--- src/rtl/pa_fpu_pkg.sv ---
// rtl/pa_fpu_pkg.sv - shared FPU types for the FDSU writeback path
package pa_fpu_pkg;

    localparam int FREG_W = 5;

    typedef struct packed {
        logic nv;
        logic dz;
        logic of;
        logic uf;
        logic nx;
    } fflags_t;

    typedef struct packed {
        logic [31:0]       data;
        fflags_t           fflags;
        logic [FREG_W-1:0] freg;
    } fdsu_wb_entry_t;

endpackage

--- src/rtl/pa_fdsu_wb_fifo.sv ---
// rtl/pa_fdsu_wb_fifo.sv - DEPTH-entry FIFO of writeback entries with per-entry valid/freg export
module pa_fdsu_wb_fifo
    import pa_fpu_pkg::*;
#(
    parameter int DEPTH = 2,
    localparam int PTR_W = $clog2(DEPTH)
) (
    input  logic                           clk_i,
    input  logic                           rst_i,
    input  logic                           clr_i,
    input  logic                           wr_en_i,
    input  fdsu_wb_entry_t                 wr_entry_i,
    input  logic                           rd_en_i,
    output fdsu_wb_entry_t                 head_o,
    output logic                           full_o,
    output logic                           empty_o,
    output logic [PTR_W:0]                 cnt_o,
    output logic [DEPTH-1:0]               ent_vld_o,
    output logic [DEPTH-1:0][FREG_W-1:0]   ent_freg_o
);

    localparam logic [PTR_W:0] PTR_ONE = {{PTR_W{1'b0}}, 1'b1};

    fdsu_wb_entry_t   mem_q [DEPTH];
    logic [PTR_W:0]   wr_ptr_q, wr_ptr_d;
    logic [PTR_W:0]   rd_ptr_q, rd_ptr_d;
    logic [DEPTH-1:0] vld_q, vld_d;
    logic [PTR_W-1:0] wr_idx, rd_idx;
    logic             do_wr, do_rd;

    assign wr_idx  = wr_ptr_q[PTR_W-1:0];
    assign rd_idx  = rd_ptr_q[PTR_W-1:0];
    assign empty_o = (wr_ptr_q == rd_ptr_q);
    assign full_o  = (wr_ptr_q[PTR_W] != rd_ptr_q[PTR_W]) && (wr_idx == rd_idx);
    assign cnt_o   = wr_ptr_q - rd_ptr_q;
    assign head_o  = mem_q[rd_idx];
    assign do_wr   = wr_en_i && !full_o && !clr_i;
    assign do_rd   = rd_en_i && !empty_o && !clr_i;
    assign ent_vld_o = vld_q;

    always_comb begin
        for (int i = 0; i < DEPTH; i++) begin
            ent_freg_o[i] = mem_q[i].freg;
        end
    end

    always_comb begin
        wr_ptr_d = wr_ptr_q;
        rd_ptr_d = rd_ptr_q;
        vld_d    = vld_q;
        if (clr_i) begin
            wr_ptr_d = '0;
            rd_ptr_d = '0;
            vld_d    = '0;
        end else begin
            if (do_rd) begin
                rd_ptr_d      = rd_ptr_q + PTR_ONE;
                vld_d[rd_idx] = 1'b0;
            end
            if (do_wr) begin
                wr_ptr_d      = wr_ptr_q + PTR_ONE;
                vld_d[wr_idx] = 1'b1;
            end
        end
    end

    always_ff @(posedge clk_i) begin
        if (rst_i) begin
            wr_ptr_q <= '0;
            rd_ptr_q <= '0;
            vld_q    <= '0;
            for (int i = 0; i < DEPTH; i++) begin
                mem_q[i] <= '0;
            end
        end else begin
            wr_ptr_q <= wr_ptr_d;
            rd_ptr_q <= rd_ptr_d;
            vld_q    <= vld_d;
            if (do_wr) begin
                mem_q[wr_idx] <= wr_entry_i;
            end
        end
    end

endmodule

--- src/rtl/pa_fdsu_wb_buf.sv ---
// rtl/pa_fdsu_wb_buf.sv - FDSU writeback buffer: result FIFO, sticky fflags, RAW pending check
// Optional same-cycle bypass when empty: FDSU_WB_BYPASS_EN
module pa_fdsu_wb_buf
    import pa_fpu_pkg::*;
#(
    parameter int DEPTH = 2,
    localparam int PTR_W = $clog2(DEPTH)
) (
    input  logic              clk_i,
    input  logic              rst_i,
    input  logic              pack_vld_i,
    output logic              pack_rdy_o,
    input  logic [31:0]       pack_data_i,
    input  logic [4:0]        pack_fflags_i,
    input  logic [4:0]        pack_freg_i,
    output logic              wb_vld_o,
    input  logic              wb_rdy_i,
    output logic [31:0]       wb_data_o,
    output logic [4:0]        wb_freg_o,
    output logic [4:0]        wb_fflags_o,
    input  logic              flush_i,
    input  logic              fflags_clr_i,
    output logic [4:0]        fflags_acc_o,
    input  logic [4:0]        chk_freg_i,
    output logic              chk_hit_o,
    output logic [PTR_W:0]    cnt_o,
    output logic              busy_o
);

    fdsu_wb_entry_t                 pack_ent, head_ent, out_ent;
    fdsu_wb_entry_t                 last_q, last_d;
    fflags_t                        acc_q, acc_d;
    logic                           fifo_full, fifo_empty;
    logic                           fifo_wr, fifo_rd;
    logic                           byp, retire;
    logic [DEPTH-1:0]               ent_vld;
    logic [DEPTH-1:0][FREG_W-1:0]   ent_freg;

    assign pack_ent = {pack_data_i, pack_fflags_i, pack_freg_i};

`ifdef FDSU_WB_BYPASS_EN
    assign byp = fifo_empty && !flush_i && pack_vld_i;
`else
    assign byp = 1'b0;
`endif

    pa_fdsu_wb_fifo #(.DEPTH(DEPTH)) u_fifo (
        .clk_i      (clk_i),
        .rst_i      (rst_i),
        .clr_i      (flush_i),
        .wr_en_i    (fifo_wr),
        .wr_entry_i (pack_ent),
        .rd_en_i    (fifo_rd),
        .head_o     (head_ent),
        .full_o     (fifo_full),
        .empty_o    (fifo_empty),
        .cnt_o      (cnt_o),
        .ent_vld_o  (ent_vld),
        .ent_freg_o (ent_freg)
    );

    // When empty the port shows the last retired entry (zero after reset) rather than a stale slot.
    always_comb begin
        out_ent = last_q;
        if (!fifo_empty) begin
            out_ent = head_ent;
        end else if (byp) begin
            out_ent = pack_ent;
        end
        wb_vld_o = !fifo_empty || byp;
        retire   = wb_vld_o && wb_rdy_i && !flush_i;
        fifo_rd  = retire && !fifo_empty;
        fifo_wr  = pack_vld_i && !fifo_full && !flush_i && !(byp && wb_rdy_i);
        last_d   = retire ? out_ent : last_q;
        acc_d    = fflags_clr_i ? fflags_t'('0) : acc_q;
        if (retire) begin
            acc_d = fflags_t'(acc_d | out_ent.fflags);
        end
    end

    always_comb begin
        chk_hit_o = byp && (pack_freg_i == chk_freg_i);
        for (int i = 0; i < DEPTH; i++) begin
            if (ent_vld[i] && (ent_freg[i] == chk_freg_i)) begin
                chk_hit_o = 1'b1;
            end
        end
    end

    always_ff @(posedge clk_i) begin
        if (rst_i) begin
            acc_q  <= '0;
            last_q <= '0;
        end else begin
            acc_q  <= acc_d;
            last_q <= last_d;
        end
    end

    assign pack_rdy_o   = !fifo_full;
    assign wb_data_o    = out_ent.data;
    assign wb_freg_o    = out_ent.freg;
    assign wb_fflags_o  = out_ent.fflags;
    assign fflags_acc_o = acc_q;
    assign busy_o       = (cnt_o != '0);

endmodule

--- config.mk ---
export PLATFORM = sky130hd
export DESIGN_NAME = pa_fdsu_wb_buf
export DESIGN_NICKNAME = d
export VERILOG_FILES = /design/src/rtl/pa_fpu_pkg.sv /design/src/rtl/pa_fdsu_wb_fifo.sv /design/src/rtl/pa_fdsu_wb_buf.sv
export SDC_FILE = /design/constraint.sdc
export NUM_CORES = 1
export LEC_CHECK = 0
export ABC_AREA = 1
export BUFFER_PORTS_ARGS = -buffer_cell sky130_fd_sc_hd__buf_2
export CELL_PAD_IN_SITES_DETAIL_PLACEMENT = 2
export CELL_PAD_IN_SITES_GLOBAL_PLACEMENT = 2
export CORE_MARGIN = 10
export CORE_UTILIZATION = 34
export CTS_BUF_LIST = sky130_fd_sc_hd__clkbuf_8
export CTS_CLUSTER_SIZE = 28
export DETAILED_ROUTE_END_ITERATION = 8
export PLACE_DENSITY = 0.8
export SYNTH_ARGS = -nofsm -noshare
export SYNTH_HDL_FRONTEND = slang
export SYNTH_SLANG_ARGS = --single-unit
--- constraint.sdc ---
create_clock -name clk_i -period 2.95 [get_ports clk_i]
set_input_delay 0.7375 -clock clk_i [delete_from_list [all_inputs] [get_ports clk_i]]
set_output_delay 0.7375 -clock clk_i [all_outputs]
set_load 0.005 [all_outputs]
==> run_results.csv <==
group,metric,value,unit
run_status,status,"completed",
sta,final_max_slew_viol_count,0,
logic_synthesis,synth_cell_types,23,
sta,setup_tns,0,ns
finish,seq_area,3610,um2
critical_path,required,2.21,ns
place,pre_cts_slack,0.340,ns
grt,grt_max_degree,47,
critical_path,cp_cell_sequence,"inv_1 -> ha_4 -> nand3_4 -> buf_12 -> o21ai_2 -> buf_2",
logic_synthesis,synth_area_leader_cell,"edfxtp_1",
logic_synthesis,synthCells,811,
clocking,htreeDepth,4,
sta,relSlewSlack,0.717,
sta,hold_viol,0,
logic_synthesis,yosysMostFrequentCell,"nand2_1",
logic_synthesis,synth_nets,865,
grt,grt_pass1_wl,31.1,mm
finish,final_util,0.415,
min_path,hold_path_class,"flop to flop",
clocking,cts_tree,"yes",
finish,fillers,2194,
pwr,p_leak,3.74,nW
drt,wl_per_cell,16.4,um
finish,fin_nets,964,
sta,fmax,0.362,GHz
grt,grt_pass1_vias,6080,
sta,tightest_slew,0.423,ns
logic_synthesis,ys.flop_type,"edfxtp_1",
clocking,clock_latency,0.45,ns
drt,ant_nets,0,
critical_path,cp_slowest_cell,"dfxtp_2",
sta,finClkSkew,0.0139,ns
critical_path,r2r_start,"u_fifo.wr_ptr_q[0]$_SDFFE_PP0N_",
min_path,min_path_cells,2,
critical_path,reg2reg_slack,0.86,ns
finish,multi_input_area,2190,um2
die,std_cell_rows,50,
logic_synthesis,synth_top_cell_area_share,0.388,
clocking,cts_sinks,138,
pwr,vdd_ir_drop_max,0.277,mV
critical_path,cp_max_fo,41,
logic_synthesis,synth_edf_count,84,
min_path,min_from,"fflags_acc_o[4]$_SDFF_PP0_",
finish,area.growth.synth_to_final,19.6,%
grt,grt_util_all_layers,0.159,
logic_synthesis,async_reset_ff_frac,0,
clocking,clk_path_buf_depth,2,
drt,drt_iter0_markers,201,
critical_path,r2r_end,"last_q[9]$_SDFFE_PP0N_",
die,die_y,158,um
place,place_hpwl,13.5,mm
clocking,postCtsHoldBufs,0,
sta,timing.final.crit_share,0.936,
drt,vias_per_cell,4.67,
critical_path,critPathMaxStageDelay,0.38,ns
logic_synthesis,syn-mean-instance-area,8.02,um2
logic_synthesis,netlist_area,6510,um2
clocking,numCtsBuffers,17,
die,start_util,0.347,
critical_path,cp-end-kind,"output pin",
critical_path,critPathLaunchType,"flop",
sta,setup_violations,0,
grt,antenna_found_initial,0,
logic_synthesis,ys_ff_latch,138,
clocking,cts-root-buf,"clkbuf_8",
drt,num_vias,5408,
grt,grt.overflow.total,0,
clocking,clk_pin_slew,0.08,ns
sta,holdWs,0.468,ns
drt,firstDrtPassIters,4,
logic_synthesis,yosys_warnings,0,
clocking,post_cts_buffers,0,
die,top_level_ports,106,
critical_path,arrival,2.02,ns
logic_synthesis,netlist_top_cells_area,"edfxtp_1 39%, dfxtp_1 17%, nand2_1 12%, nor2_1 9.7%, inv_1 7.7%",
drt,drc,0,
logic_synthesis,ys_top_cells_by_count,"204 x nand2_1, 168 x nor2_1, 134 x inv_1, 84 x edfxtp_1, 54 x dfxtp_1",
logic_synthesis,yosysSeqAreaShare,0.554,
place,port_buffers,105,
sta,rsz0062_at_grt,"no",
die,core,18800,um2
min_path,hold_end,"fflags_acc_o[4]$_SDFF_PP0_",
critical_path,critPathKind,"flop to output pin",
die,dieWidth,158,um
finish,layout-drive-gt1-share,0.206,
pwr,power-per-cell-area,562,nW/um2
run,drv_cap,0,
sta,fin_crit,2.76,ns
critical_path,r2r_cells,8,
place,gp_congestion,0.720,
sta,setup_ws,0.188,ns
drt,wirelength,19.0,mm
finish,diodes,0,
die,die_area,25100,um2
## flip-flops by register name (all words and copies together) (netlist names), named ones only
name and cells:
fflags_acc_o 5, last_q 42, u_fifo.ent_vld_o 2, u_fifo.mem_q 84, u_fifo.rd_ptr_q 2, u_fifo.wr_ptr_q 2
## what timing repair did
item | in CTS | in global routing
resized for setup | 2 | 1
setup endpoints to repair | 38 | 32
pin swaps | 0 | 0
## per-stage QoR
stage                     instances  area, um2  total power, mW
after floorplan                 811       6510             2.37
after global placement         1125       7280             2.50
after detailed placement       1125       7280             2.52
after CTS                      1157       7780             4.44
after global routing           1157       7780             4.56
final                          1157       7780             4.38
## worst max-delay path: cells and delay by family (launching register included)
family / cells / cell delay, ns
DFF: 1 / 0.38
buffers and inverters: 3 / 0.48
AOI/OAI and AO/OA: 1 / 0.20
adders and majority gates: 1 / 0.36
and+or+nand+nor: 1 / 0.14
## layout make-up
type,instances,area share
sequential,138,0.463
inverter,137,0.0661
multi-input combinational,496,0.281
timing repair buffer,120,0.0884
clock buffer,20,0.0354
tap,234,0.0376
clock inverter,12,0.0281
## how the worst max path moves through the flow
stage | slack [ns] | depth (start not counted) | from | to
floorplan | 0.25 | 4 | rst_i | u_fifo.mem_q[0][0]$_SDFFCE_PN0P_
global placement | 0.46 | 6 | u_fifo.wr_ptr_q[0]$_SDFFE_PP0N_ | wb_data_o[19]
detailed placement | 0.34 | 6 | u_fifo.wr_ptr_q[0]$_SDFFE_PP0N_ | wb_data_o[10]
CTS | 0.04 | 6 | u_fifo.wr_ptr_q[0]$_SDFFE_PP0N_ | wb_data_o[10]
global route | 0.03 | 6 | u_fifo.wr_ptr_q[0]$_SDFFE_PP0N_ | wb_data_o[10]
finish | 0.19 | 6 | u_fifo.wr_ptr_q[0]$_SDFFE_PP0N_ | wb_data_o[10]
## metal layers
| layer | routed length, um | up-vias | GRT usage |
|---|---|---|---|
| li1 | - | 2680 | - |
| met1 | 7780 | 2638 | 0.174 |
| met2 | 10400 | 74 | 0.301 |
| met3 | 606 | 16 | 0.0353 |
| met4 | 233 | 0 | 0.0463 |
| met5 | 0 | - | 0 |
## report_power, final
part / switching [mW] / internal, mW
registers: 0.0245 / 2.12
clock network: 0.756 / 1.16
logic: 0.214 / 0.108
total: 0.995 / 3.38
## cell families (layout without fill, tap and decap cells)
kind of cell | after synthesis | count (layout) | synth area share
AOI/OAI and AO/OA | 105 | 105 | 0.0958
adders and majority gates | 1 | 1 | 0.00192
xor gates and xnor gates | 2 | 2 | 0.00269
and+or+nand+nor | 388 | 388 | 0.232
buffers and inverters | 177 | 289 | 0.114
DFF | 138 | 138 | 0.554
## cell usage in the layout (no fill, tap or decap), drive strengths merged, types with 2 or more instances in the layout
cell type,Yosys,final
a21oi,19,19
buf,30,120
bufinv,0,6
clkbuf,10,20
clkinv,1,5
dfxtp,54,54
edfxtp,84,84
inv,136,137
nand2,205,205
nand3,13,13
nor2,168,168
o21ai,83,83
o22ai,3,3
xor2,2,2
(Power assumes the default switching activity.)
